## config.mk

```make
export PLATFORM = sky130hd
export DESIGN_NAME = int_bus_arbiter
export DESIGN_NICKNAME = d
export VERILOG_FILES = /design/src/rtl/int_bus_arbiter_pkg.sv /design/src/rtl/int_bus_arbiter_rr_pick.sv /design/src/rtl/int_bus_arbiter.sv
export SDC_FILE = /design/constraint.sdc
export NUM_CORES = 1
export LEC_CHECK = 0
export CORE_MARGIN = 3
export CORE_UTILIZATION = 59
export CTS_CLUSTER_SIZE = 25
export DETAILED_ROUTE_END_ITERATION = 6
export PLACE_DENSITY = 0.88
export SLEW_MARGIN = 10
export SYNTH_ARGS = -nofsm -noshare
export SYNTH_HDL_FRONTEND = slang
export SYNTH_SLANG_ARGS = --single-unit
```

## constraint.sdc

```tcl
create_clock -name clk -period 7.9 [get_ports clk]
set_input_delay 1.975 -clock clk [delete_from_list [all_inputs] [get_ports clk]]
set_output_delay 1.975 -clock clk [all_outputs]
set_load 0.02 [all_outputs]
```

## src/rtl/int_bus_arbiter_pkg.sv

```systemverilog
// Shared definitions for the internal bus arbiter: state encoding,
// requester index constants and a width helper.
package int_bus_arbiter_pkg;

  typedef enum logic [1:0] {
    IDLE = 2'd0,
    OWN  = 2'd1,
    TURN = 2'd2
  } arb_state_e;

  // Requester slots on the internal bus
  localparam int REQ_FETCH = 0;
  localparam int REQ_KEY   = 1;
  localparam int REQ_ACC   = 2;
  localparam int REQ_REG   = 3;

  // Bits needed to hold values 0..value-1, never less than one bit
  function automatic int clog2(input int value);
    int r;
    r = 0;
    while ((1 << r) < value) begin
      r = r + 1;
    end
    if (r < 1) begin
      r = 1;
    end
    return r;
  endfunction

endpackage

```

## src/rtl/int_bus_arbiter_rr_pick.sv

```systemverilog
// Rotating-priority picker: finds the first unmasked request starting at
// ptr (round-robin) or at index 0 (fixed priority).
module int_bus_arbiter_rr_pick
  import int_bus_arbiter_pkg::*;
#(
  parameter int NREQ = 4
) (
  input  logic [NREQ-1:0]        req,
  input  logic [NREQ-1:0]        mask,
  input  logic [clog2(NREQ)-1:0] ptr,
  input  logic                   fixed,
  output logic [clog2(NREQ)-1:0] winner,
  output logic                   any_valid
);

  localparam int IW = clog2(NREQ);

  logic [NREQ-1:0] w_eff;

  assign w_eff = req & ~mask;

  // Scan the masked request vector from the start index, wrapping once
  always_comb begin
    int idx;
    int start;
    winner    = '0;
    any_valid = 1'b0;
    idx       = 0;
    start     = fixed ? 0 : int'(ptr);
    for (int i = 0; i < NREQ; i++) begin
      idx = start + i;
      if (idx >= NREQ) begin
        idx = idx - NREQ;
      end
      if (!any_valid && w_eff[idx[IW-1:0]]) begin
        any_valid = 1'b1;
        winner    = idx[IW-1:0];
      end
    end
  end

endmodule

```

## src/rtl/int_bus_arbiter.sv

```systemverilog
// Internal bus arbiter: grants one tri-state driver at a time, holds the
// bus for locked transfers up to HOLD_MAX cycles and inserts one dead
// cycle whenever ownership moves to a different source.
module int_bus_arbiter
  import int_bus_arbiter_pkg::*;
#(
  parameter int NREQ       = 4,
  parameter int HOLD_MAX   = 8,
  parameter int FIXED_PRIO = 0
) (
  input  logic                   clk,
  input  logic                   clr,
  input  logic [NREQ-1:0]        req,
  input  logic [NREQ-1:0]        lock,
  output logic [NREQ-1:0]        grant,
  output logic [clog2(NREQ)-1:0] owner,
  output logic                   busy,
  output logic                   timeout
);

  localparam int              IW         = clog2(NREQ);
  localparam int              HW         = clog2(HOLD_MAX + 1);
  localparam logic [HW-1:0]   HOLD_LIMIT = HW'(HOLD_MAX);
  localparam logic [HW-1:0]   HOLD_ONE   = HW'(1);
  localparam logic [IW-1:0]   LAST_IDX   = IW'(NREQ - 1);
  localparam logic [NREQ-1:0] ONE_HOT0   = NREQ'(1);

  arb_state_e      r_state, w_stateNext;
  logic [NREQ-1:0] r_grant, w_grantNext;
  logic [IW-1:0]   r_owner, w_ownerNext;
  logic [IW-1:0]   r_nextOwner, w_nextOwnerNext;
  logic [IW-1:0]   r_rrPtr, w_rrPtrNext;
  logic [HW-1:0]   r_holdCnt, w_holdCntNext;
  logic            r_timeout, w_timeoutNext;

  logic [NREQ-1:0] w_mask;
  logic [IW-1:0]   w_winner;
  logic            w_anyValid;
  logic            w_ownReq;
  logic            w_ownLock;
  logic            w_forceRelease;

  // Pointer increment with explicit wrap so non-power-of-2 NREQ works
  function automatic logic [IW-1:0] incWrap(input logic [IW-1:0] v);
    return (v == LAST_IDX) ? '0 : v + 1'b1;
  endfunction

  assign w_ownReq       = req[r_owner];
  assign w_ownLock      = lock[r_owner];
  assign w_forceRelease = (r_state == OWN) && w_ownReq && w_ownLock &&
                          (r_holdCnt == HOLD_LIMIT);
  assign w_mask         = w_forceRelease ? (ONE_HOT0 << r_owner) : '0;

  int_bus_arbiter_rr_pick #(
    .NREQ(NREQ)
  ) u_pick (
    .req      (req),
    .mask     (w_mask),
    .ptr      (r_rrPtr),
    .fixed    (FIXED_PRIO != 0),
    .winner   (w_winner),
    .any_valid(w_anyValid)
  );

  // Next-state and next-output logic for the IDLE/OWN/TURN machine
  always_comb begin
    w_stateNext     = r_state;
    w_grantNext     = r_grant;
    w_ownerNext     = r_owner;
    w_nextOwnerNext = r_nextOwner;
    w_rrPtrNext     = r_rrPtr;
    w_holdCntNext   = r_holdCnt;
    w_timeoutNext   = 1'b0;
    case (r_state)
      IDLE: begin
        w_grantNext = '0;
        w_ownerNext = '0;
        if (w_anyValid) begin
          w_stateNext   = OWN;
          w_grantNext   = ONE_HOT0 << w_winner;
          w_ownerNext   = w_winner;
          w_holdCntNext = HOLD_ONE;
          w_rrPtrNext   = incWrap(w_winner);
        end
      end
      OWN: begin
        if (w_ownReq && w_ownLock && (r_holdCnt != HOLD_LIMIT)) begin
          w_holdCntNext = r_holdCnt + 1'b1;
        end else if (w_ownReq && !w_ownLock && w_anyValid &&
                     (w_winner == r_owner)) begin
          w_holdCntNext = HOLD_ONE;
        end else begin
          w_timeoutNext = w_forceRelease;
          w_grantNext   = '0;
          w_ownerNext   = '0;
          if (w_anyValid) begin
            w_stateNext     = TURN;
            w_nextOwnerNext = w_winner;
          end else begin
            w_stateNext = IDLE;
          end
        end
      end
      TURN: begin
        w_stateNext   = OWN;
        w_grantNext   = ONE_HOT0 << r_nextOwner;
        w_ownerNext   = r_nextOwner;
        w_holdCntNext = HOLD_ONE;
        w_rrPtrNext   = incWrap(r_nextOwner);
      end
      default: begin
        w_stateNext = IDLE;
        w_grantNext = '0;
        w_ownerNext = '0;
      end
    endcase
  end

  // State and output registers; clr drops the grant immediately
  always_ff @(posedge clk or posedge clr) begin
    if (clr) begin
      r_state     <= IDLE;
      r_grant     <= '0;
      r_owner     <= '0;
      r_nextOwner <= '0;
      r_rrPtr     <= '0;
      r_holdCnt   <= '0;
      r_timeout   <= 1'b0;
    end else begin
      r_state     <= w_stateNext;
      r_grant     <= w_grantNext;
      r_owner     <= w_ownerNext;
      r_nextOwner <= w_nextOwnerNext;
      r_rrPtr     <= w_rrPtrNext;
      r_holdCnt   <= w_holdCntNext;
      r_timeout   <= w_timeoutNext;
    end
  end

  assign grant   = r_grant;
  assign owner   = r_owner;
  assign busy    = |r_grant;
  assign timeout = r_timeout;

endmodule
```

# After elaboration in Yosys (flattened, before gate mapping)
# Cells that the tools add are included.
# op_classes
add_sub_neg	10
order_cmp	9
eq_ne	11
shift	3
muxes	49
bitwise	4
reduce_logical	24
# op_table
op	count
$mux 2	18
$mux 4	7
$pmux 4 s3	2
$lt 2x3->1 const B	5
$mux 1	13
$bmux 1 s2	6
$pmux 2 s3	2
$shl 1x2->4 const A	3
$logic_and 1x1->1	11
$ge 3x3->1 const B	3
$sub 2x1->2 const B	4
$add 2x2->3 const B	2
$eq 2x2->1 const B	3
$ne 2x2->1 const B	3
$reduce_and 3->1	2
$add 2x1->2 const B	2
$add 4x1->4 const B	1
$and 4x4->4	1
$eq 4x4->1 const B	1
$logic_not 1->1	4
$ne 4x4->1 const B	1
$not 4->4	1
$pmux 2 s2	1
$reduce_and 2->1	2
11 further kinds	12
# totals
reg_bits	17
in_bits	10

# Depth between registers and ports, before layout
# Gate-level depths: netlist (run 1).
# depth
depth_word	25
ltp_mapped	12

# Cells and area by module
# Synthesis (run 1) repeated with hierarchy kept, for this count alone.
# unflattened
cells_unflattened	129
area_unflattened_um2	1310.0
# modules_own_cells
mod	instances	cells_each	area_each_um2
int_bus_arbiter	1	103	1126.1
int_bus_arbiter_rr_pick	1	26	183.9

# Worst setup path before layout (run 1)
# OpenSTA, ideal clock, no wires.
# synth_timing
kind	input port to flip-flop
start	input port req[3]
end	register r_grant[2] (netlist: grant[2])
setup_time_ns	0.138
t_arrival_ns	3.979
slack_ns	3.783
path_stages	9
path_buffers	0
path_cell_list	mux4_2 -> a41o_1 -> o2bb2ai_1 -> and2_1 -> nor2_2 -> inv_1 -> ha_1 -> a222oi_1 -> o21ai_0
# synth_via
elab_chain_len	24
elab_cells_between_ends	42
classes_between	eq/ne: 3; shift: 1; mux: 21; bitwise: 2; reduce/logical: 15
# synth_lines
element	line	source
start: declaration	int_bus_arbiter.sv:13	input logic [NREQ-1:0] req,
$bmux 1 s2	int_bus_arbiter.sv:48	assign w_ownReq = req[r_owner];
$mux 1 (implied by the code)	int_bus_arbiter.sv:48	
$logic_and 1x1->1 (3 in series)	int_bus_arbiter.sv:50	assign w_forceRelease = (r_state == OWN) && w_ownReq && w_ownLock &&
$mux 4	int_bus_arbiter.sv:52	assign w_mask = w_forceRelease ? (ONE_HOT0 << r_owner) : '0;
$not 4->4	int_bus_arbiter_rr_pick.sv:20	assign w_eff = req & ~mask;
$and 4x4->4 *	int_bus_arbiter_rr_pick.sv:20	
$bmux 1 s2	int_bus_arbiter_rr_pick.sv:35	if (!any_valid && w_eff[idx[IW-1:0]]) begin
$mux 1 (implied by the code)	int_bus_arbiter_rr_pick.sv:35	
[7 not listed]	-	
$logic_not 1->1	int_bus_arbiter_rr_pick.sv:35	
$logic_and 1x1->1	int_bus_arbiter_rr_pick.sv:35	
$mux 2 *	int_bus_arbiter_rr_pick.sv:35	
via u_pick.winner[0]	int_bus_arbiter_rr_pick.sv:12	output logic [clog2(NREQ)-1:0] winner,
$eq 2x2->1	int_bus_arbiter.sv:90	(w_winner == r_owner)) begin
$logic_and 1x1->1	int_bus_arbiter.sv:89	end else if (w_ownReq && !w_ownLock && w_anyValid &&
$ne 2x2->1 (no source line)	-	
$reduce_and 2->1 (no source line)	-	
end signal: assignment	int_bus_arbiter.sv:131	r_grant <= w_grantNext;
end: declaration	int_bus_arbiter.sv:29	logic [NREQ-1:0] r_grant, w_grantNext;
# The timed path passes the listed nets; every way through them passes the cells marked *. The select of a mux whose other input is x is not followed.
# A chain may end at the register's enable or synchronous reset.

# Worst setup path in the final report (run 1)
# layout_timing
start	input port req[1]
end	register r_grant[2] (netlist: grant[2])
# Same word-level chain as after synthesis.

==> flow_summary.yaml, run 1 <==
floorplanning:
  rows: 17
  placeableCoreArea_um2: 2233
  initial_utilization: 0.6297
  die_h_um: 54.82
  die_area_um2: 3005
  die_w_um: 54.82
  io_pins: 18
finish:
  syn_to_final_growth_pct: 13.52
  seq_area_um2: 425.4
  antenna_cells: 0
  final.fill_count: 180
  multiInputGateArea_um2: 885.9
  num-nets-final: 193
  drive_gt1_frac: 0.08140
grt:
  grt_pass1_wl_um: 5388
  grt_max_degree: 19
  overflow: 0
  grt_pass1_vias: 1210
  track_usage: 0.2564
  antenna_found_initial: 0
worst_setup_path:
  critPathCaptureType: "register"
  cpPeakStageDelay_ps: 560
  critPathSlowestCell: "mux4_2"
  startpoint_type: "input port"
  critPathMaxFanout: 8
  path_cells: "clkdlybuf4s50_1 -> mux4_2 -> a41o_1 -> o2bb2ai_1 -> and2_1 -> nor2_2 -> inv_1 -> ha_1 -> a222oi_1 -> o21ai_0"
  crit_type: "input port to register"
  cp_data_required_time_ps: 8080
  crit_arrival_ps: 4670
clock_tree:
  clkSinkCount: 17
  cts_hold_buf: 0
  cts_buffers: 3
  clkLatencyLatePin_ps: 310
  cts_tree: "yes"
  htree_levels: 1
  cts-root-buf: "clkbuf_4"
  cts_setup_buffers: 0
  clk_pin_slew_ps: 110
  cts_buffer_depth: 2
  cts_resized: 0
yosys:
  synth.yosys.seq_area_share: 0.3025
  synthAdderAreaFrac: 0.08897
  synth.distinct_cells: 51
  synth_xor_area_frac: 0.01779
  ys.flop_type: "dfrtp_1"
  muxShareOfSynthArea: 0.04004
  ys_warn_count: 0
  ys_ff_latch: 17
  syn_area_per_cell_um2: 8.790
  async_flop_share: 1.000
  synth_edf_count: 0
  synthesis.instances: 160
  syn_area_um2: 1406
  synth_top_family_by_area: "compound AO/OA/AOI/OAI gates"
  synthSimpleGateAreaFrac: 0.2064
  synth_compound_area_frac: 0.2767
  syn_nets: 180
pwr:
  swShare: 0.4932
  p_leak_uw: 0.0006899
  internal_power_uw: 260.2
  power_switching_uw: 253.2
  pwr-share-seq: 0.343
  pwr-share-clk: 0.100
  p_per_area_nw_per_um2: 321.6
  irDropWorstVdd_uv: 231.9
  pwr-share-comb: 0.557
sta:
  setup_slack_ps: 3409
  skew_ps: 4.307
  max_freq_mhz: 222.6
  post-route-min-period_ps: 4491
  rsz0062_at_grt: "no"
  finalHoldViolCount: 0
  tns_ps: 0
  worst_pin_slew_ps: 1083
  slew_headroom: 0.2722
  slew_viol_final: 0
  min_period_over_period: 0.5685
  finalSetupViolCount: 0
place:
  gp_congestion: 0.8672
  portBuffers: 17
  dp_hpwl_um: 2468
  place_ws_ps: 3108
route:
  routed-via-count: 1302
  drt-vias-per-instance: 6.510
  ant_nets: 0
  wl_per_cell_um: 16.28
  remaining_drc_errors: 0
  drt_iter0_drc: 56
  routed_wl_um: 3256
  dr.pass1.iters: 5
flow_run:
  max-cap-violations: 0
worst_hold_path:
  hold_class: "register to register"
status:
  outcome: "completed"
worst max-delay path: cells and delay by family:
family / cells / cell delay [ps]
compound gates: 4 / 950
fa+ha+maj: 1 / 210
buf+inv: 2 / 550
mux: 1 / 560
simple gates: 2 / 420
cell usage after synthesis, types with 2 or more instances:
cell	number	share of area
nand2_1	18	0.048
dfrtp_1	17	0.30
inv_1	14	0.037
ha_1	10	0.089
o21ai_0	9	0.032
nor2_1	8	0.021
nor3_1	7	0.025
a222oi_1	6	0.043
clkbuf_1	6	0.016
nand3_1	5	0.018
a21oi_1	4	0.014
a41o_1	4	0.028
a31oi_1	3	0.013
nor2b_1	3	0.013
o21ai_1	3	0.011
a41oi_1	2	0.012
and2_1	2	0.0089
mux4_2	2	0.032
nor4bb_1	2	0.014
o211ai_1	2	0.011
o21ai_2	2	0.012
o31ai_1	2	0.011
routing by layer:
layer,up-vias,wire [um],track usage
met3,7,159,0.05450
met1,637,1374,0.3012
met2,35,1661,0.4331
li1,623,-,-
met4,0,61,0.1328
met5,-,0,0
area by class of cell:
| cell class | instances | share of cell area |
|---|---|---|
| Inverter | 14 | 0.03292 |
| Clock inverter | 1 | 0.003135 |
| Sequential cell | 17 | 0.2665 |
| Clock buffer | 3 | 0.01411 |
| Tap cell | 28 | 0.02194 |
| Timing Repair Buffer | 17 | 0.1066 |
| Multi-Input combinational cell | 120 | 0.5549 |
cell families (layout without fill, tap and decap cells):
| family | after synthesis | after routing |
|---|---|---|
| compound gates | 49 | 49 |
| xor+xnor | 2 | 2 |
| fa+ha+maj | 10 | 10 |
| buf+inv | 23 | 35 |
| flops | 17 | 17 |
| mux | 3 | 3 |
| simple gates | 56 | 56 |
state kept, by name (all words and copies together) (netlist names):
| name | count |
|---|---|
| grant | 4 |
| r_holdCnt | 4 |
| owner | 2 |
| r_nextOwner | 2 |
| r_rrPtr | 2 |
| r_state | 2 |
| timeout | 1 |
final timing paths:
check,from,endpoint,slack (ps),depth (start not counted)
max in group asynchronous,clr,r_nextOwner[1],5420,2
min in group asynchronous,clr,owner[0],2050,2
hold reg to reg,grant[1],grant[1],580,2
hold / removal,grant[1],grant[1],580,2
setup reg to reg,owner[0],grant[2],4800,9
setup / recovery,req[1],grant[2],3410,10
cells in the final DEF (no fill, tap or decap), drive strengths merged, types with 2 or more instances in the layout:
cell type      netlist  final
nand3                5      5
a41o                 4      4
nor2b                3      3
o211ai               3      3
dfrtp               17     17
a222oi               6      6
a211oi               2      2
clkbuf               6      3
a21oi                4      4
clkdlybuf4s50        0     17
o31ai                2      2
nand2               18     18
nor4bb               2      2
a41oi                3      3
ha                  10     10
nor3                 7      7
inv                 14     14
nor2                 9      9
o21ai               14     14
a31oi                3      3
and2                 2      2
mux4                 2      2
stage by stage:
stage	hold WS [ps]	cells	power, uW	cell area, um2	util
after CTS	581.1	200	513.1	1597	0.7148
after global placement	545.0	196	448.6	1569	0.7025
after detailed placement	563.5	196	461.7	1569	0.7025
after floorplan	518.1	160	380.5	1406	-
after global routing	620.8	200	559.9	1597	0.7148
final	578.7	200	513.4	1597	0.7148
power groups by stage:
| stage | registers, uW | clock network, uW | logic [uW] |
|---|---|---|---|
| floorplan | 155 | 0 | 226 |
| CTS | 175 | 52.0 | 286 |
| detailed placement | 177 | 0 | 285 |
| finish | 176 | 51.3 | 286 |
| global placement | 174 | 0 | 274 |
| global route | 183 | 55.4 | 321 |
Note: power is estimated with default switching activity, not from simulation.
==> run 2: changes to the inputs <==
--- a/config.mk
+++ b/config.mk
@@ -6,10 +6,10 @@
 export NUM_CORES = 1
 export LEC_CHECK = 0
 export CORE_MARGIN = 3
-export CORE_UTILIZATION = 59
+export CORE_UTILIZATION = 55
 export CTS_CLUSTER_SIZE = 25
 export DETAILED_ROUTE_END_ITERATION = 6
-export PLACE_DENSITY = 0.88
+export PLACE_DENSITY = 0.83
 export SLEW_MARGIN = 10
 export SYNTH_ARGS = -nofsm -noshare
 export SYNTH_HDL_FRONTEND = slang
==> constraint.sdc (replaced) <==
create_clock -name clk -period 4.3 [get_ports clk]
set_input_delay 1.075 -clock clk [delete_from_list [all_inputs] [get_ports clk]]
set_output_delay 1.075 -clock clk [all_outputs]
set_load 0.02 [all_outputs]
==> run 2 against run 1 <==
  * First-iteration DRC count is 43% higher
  * Setup slack worse by 2700 ps
  * Non-clock buffer count is 1 higher
  * Combinational power is 87% higher
  * Final cell count is 0.50% higher
  * Count of clock-buffer cells in the layout stayed put
  * Hold slack worse by 6.6 ps
  * Die area is 6.5% higher
  * Critical path depth stayed put
  * Register-to-register slack worse by 3600 ps
  * Largest power group unchanged
==> flow_summary.yaml, run 2 (synthesis gave the netlist of run 1 again) <==
status:
  outcome: "completed"
worst_setup_path:
  rr_worst_depth: 9
  cpPeakStageDelay_ps: 580
  cp_num_buf_inv: 2
  critPathSlowestCell: "mux4_2"
  critPathMaxFanout: 8
  crit_type: "input port to register"
  startpoint_type: "input port"
  r2r_start: "owner[0]"
  r2r-end: "grant[2]"
  crit_arrival_ps: 3740
  r2r_slack_ps: 1210
  cp_data_required_time_ps: 4490
  cp_top_family: "compound AO/OA/AOI/OAI gates"
  path_cells: "clkdlybuf4s50_1 -> mux4_2 -> a41o_1 -> o2bb2ai_1 -> and2_1 -> nor2_2 -> inv_1 -> ha_1 -> a222oi_1 -> o21ai_0"
  critPathCaptureType: "register"
grt:
  grt_pass1_vias: 1236
  grt_max_degree: 19
  track_usage: 0.2243
  overflow: 0
  grt_pass1_wl_um: 5671
  antenna_found_initial: 0
finish:
  num-nets-final: 194
  drive_gt1_frac: 0.08671
  antenna_cells: 0
  mostFrequentLayoutCells: "18 x nand2_1, 17 x dfrtp_1, 17 x clkdlybuf4s50_1"
  mostFrequentLayoutCell: "nand2_1"
  fin_area_um2: 1604
  final_core_utilization: 0.6919
  syn_to_final_growth_pct: 14.06
floorplanning:
  io_pins: 18
  rows: 17
  placeableCoreArea_um2: 2318
  die_area_um2: 3200
  die_h_um: 56.57
  initial_utilization: 0.6066
  die_w_um: 56.57
sta:
  worst_pin_slew_ps: 688.0
  min_period_over_period: 0.8267
  finalHoldViolCount: 0
  tns_ps: 0
  skew_ps: 2.839
  max_freq_mhz: 281.3
  rsz0062_at_grt: "no"
  slew_headroom: 0.5408
  finalSetupViolCount: 0
  post-route-min-period_ps: 3555
  hold_slack_ps: 572.1
  slew_viol_final: 0
clock_tree:
  cts_setup_buffers: 0
  cts_tree: "yes"
  cts_resized: 0
  cts_hold_buf: 0
  clkSinkCount: 17
  cts-root-buf: "clkbuf_4"
  clkLatencyLatePin_ps: 310
  cts_buffer_depth: 2
  htree_levels: 1
  clk_pin_slew_ps: 100
  cts_buffers: 3
route:
  drt_iter0_drc: 80
  dr.pass1.iters: 4
  routed-via-count: 1272
  wl_per_cell_um: 17.06
  remaining_drc_errors: 0
  routed_wl_um: 3429
  ant_nets: 0
  drt-vias-per-instance: 6.328
pwr:
  p_leak_uw: 0.0006953
  p_per_area_nw_per_um2: 593.7
  irDropWorstVdd_uv: 376.1
worst_hold_path:
  min_path_cells: 2
  hold_class: "register to register"
  worstHoldEndpoint: "grant[2]"
  min_from: "grant[2]"
place:
  dp_hpwl_um: 2515
  dpl_cell_area_um2: 1577
  gp_congestion: 0.8543
  portBuffers: 17
flow_run:
  max-cap-violations: 0
==> run 2: cell types whose count changed in the layout (fill, tap and decap cells not counted) <==
cell	previous run	this run
buf_4	0	1
==> run 2: layout make-up <==
cell class / instances / area (um2)
sequential: 17 / 425.4
fill: 182 / 714.4
clock buffer: 3 / 22.52
clock inverter: 1 / 5.005
tap: 28 / 35.03
multi-input combinational: 120 / 885.9
timing repair buffer: 18 / 177.7
inverter: 14 / 52.55
==> run 2: worst max-delay path by stage <==
stage               startpoint  depth (start not counted)       end
floorplan               req[3]                          9  grant[2]
global placement        req[3]                         10  grant[2]
detailed placement      req[3]                         10  grant[2]
CTS                     req[3]                         10  grant[2]
global route            req[3]                         10  grant[2]
finish                  req[3]                         10  grant[2]
==> run 2: worst min-delay path: cells and delay by family, from the launching register on <==
kind | cells | cell delay, ps
flops | 1 | 420
simple gates | 1 | 60
compound gates | 1 | 60
==> run 2: through the flow <==
step / worst slack, ps / std cells / total power [uW]
after floorplan: 1083 / 160 / 699.1
after global placement: 559.3 / 197 / 829.3
after detailed placement: 441.3 / 197 / 852.6
after CTS: 766.6 / 201 / 947.9
after global routing: 588.2 / 201 / 1026
final: 745.2 / 201 / 952.3
==> run 2: layer usage <==
| metal | vias up | track usage | routed length [um] |
|---|---|---|---|
| met1 | 599 | 0.2833 | 1409 |
| met3 | 6 | 0.04828 | 202 |
| li1 | 624 | - | - |
| met2 | 43 | 0.3762 | 1754 |
| met5 | - | 0 | 0 |
| met4 | 0 | 0.07458 | 62 |
==> run 2: where the power goes <==
group | internal [uW] | leakage, uW | switching, uW | total (uW)
Clock | 34.9 | 0.0000177 | 57.7 | 92.6
Sequential | 213 | 0.000218 | 111 | 324
Combinational | 233 | 0.000460 | 303 | 536
==> run 3: changes to the inputs <==
--- a/config.mk
+++ b/config.mk
@@ -6,10 +6,10 @@
 export NUM_CORES = 1
 export LEC_CHECK = 0
 export CORE_MARGIN = 3
-export CORE_UTILIZATION = 55
+export CORE_UTILIZATION = 50
 export CTS_CLUSTER_SIZE = 25
 export DETAILED_ROUTE_END_ITERATION = 6
-export PLACE_DENSITY = 0.83
+export PLACE_DENSITY = 0.8
 export SLEW_MARGIN = 10
 export SYNTH_ARGS = -nofsm -noshare
 export SYNTH_HDL_FRONTEND = slang
==> constraint.sdc (replaced) <==
create_clock -name clk -period 2.9 [get_ports clk]
set_input_delay 0.725 -clock clk [delete_from_list [all_inputs] [get_ports clk]]
set_output_delay 0.725 -clock clk [all_outputs]
set_load 0.02 [all_outputs]
==> run 3 against run 2 <==
  * Setup slack worse by 720 ps
  * Global-route usage grew 1.9 points
  * Count of clock-buffer cells in the layout stayed put
  * Hold slack lost 5.3 ps
  * Core utilization is 4.0 points higher
  * Clock skew is 8.2 ps higher
  * Die area up 8.9%
  * Sequential share of layout area is 3.8 points lower
  * Design area rose by 17%
  * First-iteration DRC count increased by 73%
  * Critical endpoint is now grant[0]
==> flow_summary.yaml, run 3 (synthesis gave the netlist of run 1 again) <==
pwr:
  p_leak_uw: 0.0008465
  irDropWorstVdd_uv: 707.4
  p_per_area_nw_per_um2: 895.4
sta:
  tns_ps: 0
  slew_viol_final: 0
  max_freq_mhz: 347.7
  finalHoldViolCount: 0
  hold_slack_ps: 566.7
  slew_headroom: 0.2135
  worst_pin_slew_ps: 1171
  skew_ps: 11.05
  finalSetupViolCount: 0
  min_period_over_period: 0.9918
  post-route-min-period_ps: 2876
clock_tree:
  clkSinkCount: 17
  htree_levels: 1
  cts_buffers: 3
  clk_pin_slew_ps: 110
  clkLatencyLatePin_ps: 330
  cts_hold_buf: 0
  cts_buffer_depth: 2
  cts_tree: "yes"
  cts-root-buf: "clkbuf_4"
grt:
  grt_pass1_wl_um: 6423
  track_usage: 0.2435
  overflow: 0
  grt_max_degree: 18
  grt_pass1_vias: 1415
  antenna_found_initial: 0
route:
  drt-vias-per-instance: 6.487
  drt_iter0_drc: 138
  dr.pass1.iters: 6
  ant_nets: 0
  remaining_drc_errors: 0
  wl_per_cell_um: 18.07
  routed_wl_um: 4157
  routed-via-count: 1492
place:
  portBuffers: 17
  dpl_cell_area_um2: 1729
  gp_congestion: 0.8712
  dp_hpwl_um: 2891
floorplanning:
  io_pins: 18
  placeableCoreArea_um2: 2567
  die_h_um: 59.04
  die_area_um2: 3485
  rows: 18
  die_w_um: 59.04
  initial_utilization: 0.5478
finish:
  drive_gt1_frac: 0.2750
  multiInputGateArea_um2: 957.2
  mostFrequentLayoutCell: "buf_4"
  num-nets-final: 221
  seq_area_um2: 426.7
  syn_to_final_growth_pct: 33.63
  final_core_utilization: 0.7320
  fin_area_um2: 1879
  final.fill_count: 190
  mostFrequentLayoutCells: "26 x buf_4, 18 x nand2_1, 16 x dfrtp_1"
  antenna_cells: 0
worst_setup_path:
  critPathCaptureType: "register"
  cp_data_required_time_ps: 3090
  cpPeakStageDelay_ps: 560
  startpoint_type: "input port"
  crit_arrival_ps: 3070
  crit_type: "input port to register"
  critPathMaxFanout: 6
  critPathSlowestCell: "mux4_2"
  path_cells: "dlygate4sd2_1 -> mux4_2 -> buf_6 -> a41oi_2 -> o22a_1 -> o21ai_2 -> nor2_4 -> inv_2 -> ha_2 -> a222oi_1 -> o21ai_1"
status:
  outcome: "completed"
worst_hold_path:
  hold_class: "register to register"
flow_run:
  max-cap-violations: 0
run 3: changes by cell type in the layout (fill, tap and decap cells not counted), sizes merged:
| cell | delta |
|---|---|
| buf | +27 |
| clkdlybuf4s50 | -8 |
| dlygate4sd2 | +8 |
run 3: area by class of cell:
type	instances	area share
Clock inverter	1	0.002663
Multi-Input combinational cell	120	0.5093
Clock buffer	3	0.01198
Tap cell	30	0.01997
Sequential cell	17	0.2270
Timing Repair Buffer	45	0.2011
Inverter	14	0.02796
run 3: final timing paths:
check | startpoint | endpoint | slack [ps] | depth (start not counted)
max | req[3] | grant[0] | 20 | 11
min | grant[1] | grant[1] | 570 | 2
max reg2reg | owner[0] | grant[0] | 150 | 10
min reg2reg | grant[1] | grant[1] | 570 | 2
max in group asynchronous | clr | owner[0] | 1630 | 2
min in group asynchronous | clr | r_holdCnt[3] | 780 | 2
run 3: timing repair:
item / CTS / global route
pin swaps: 12 / 3
gates resized for setup: 25 / 5
setup buffers: 6 / 2
setup endpoints to repair: 10 / 10
run 3: power by group:
| part | leakage, uW | internal [uW] | switching (uW) | total [uW] |
|---|---|---|---|---|
| Combinational | 0.000613 | 505 | 592 | 1100 |
| Clock | 0.0000177 | 51.8 | 93.9 | 146 |
| Sequential | 0.000216 | 318 | 122 | 440 |
| Total | 0.000846 | 875 | 807 | 1680 |
run 3: through the flow:
step	setup WS, ps	total power (uW)	instances
2_1_floorplan	33.07	1037	160
3_3_place_gp	-363.9	1357	219
3_5_place_dp	-484.8	1408	219
4_1_cts	84.04	1639	229
5_1_grt	-17.26	1792	230
6_report	23.89	1683	230
run 3: metal layers:
metal / vias up / share of wire / track usage
li1: 681 / - / -
met1: 729 / 0.38 / 0.2967
met2: 68 / 0.52 / 0.4243
met3: 14 / 0.078 / 0.03486
met4: 0 / 0.027 / 0.1068
met5: - / 0 / 0
run 3: critical path, delay by kind of cell:
family	cells	cell delay, ps
adder cells (fa/ha/maj)	1	180
AO/OA/AOI/OAI	5	960
buffers and inverters	3	470
AND/OR/NAND/NOR	1	170
multiplexers	1	560
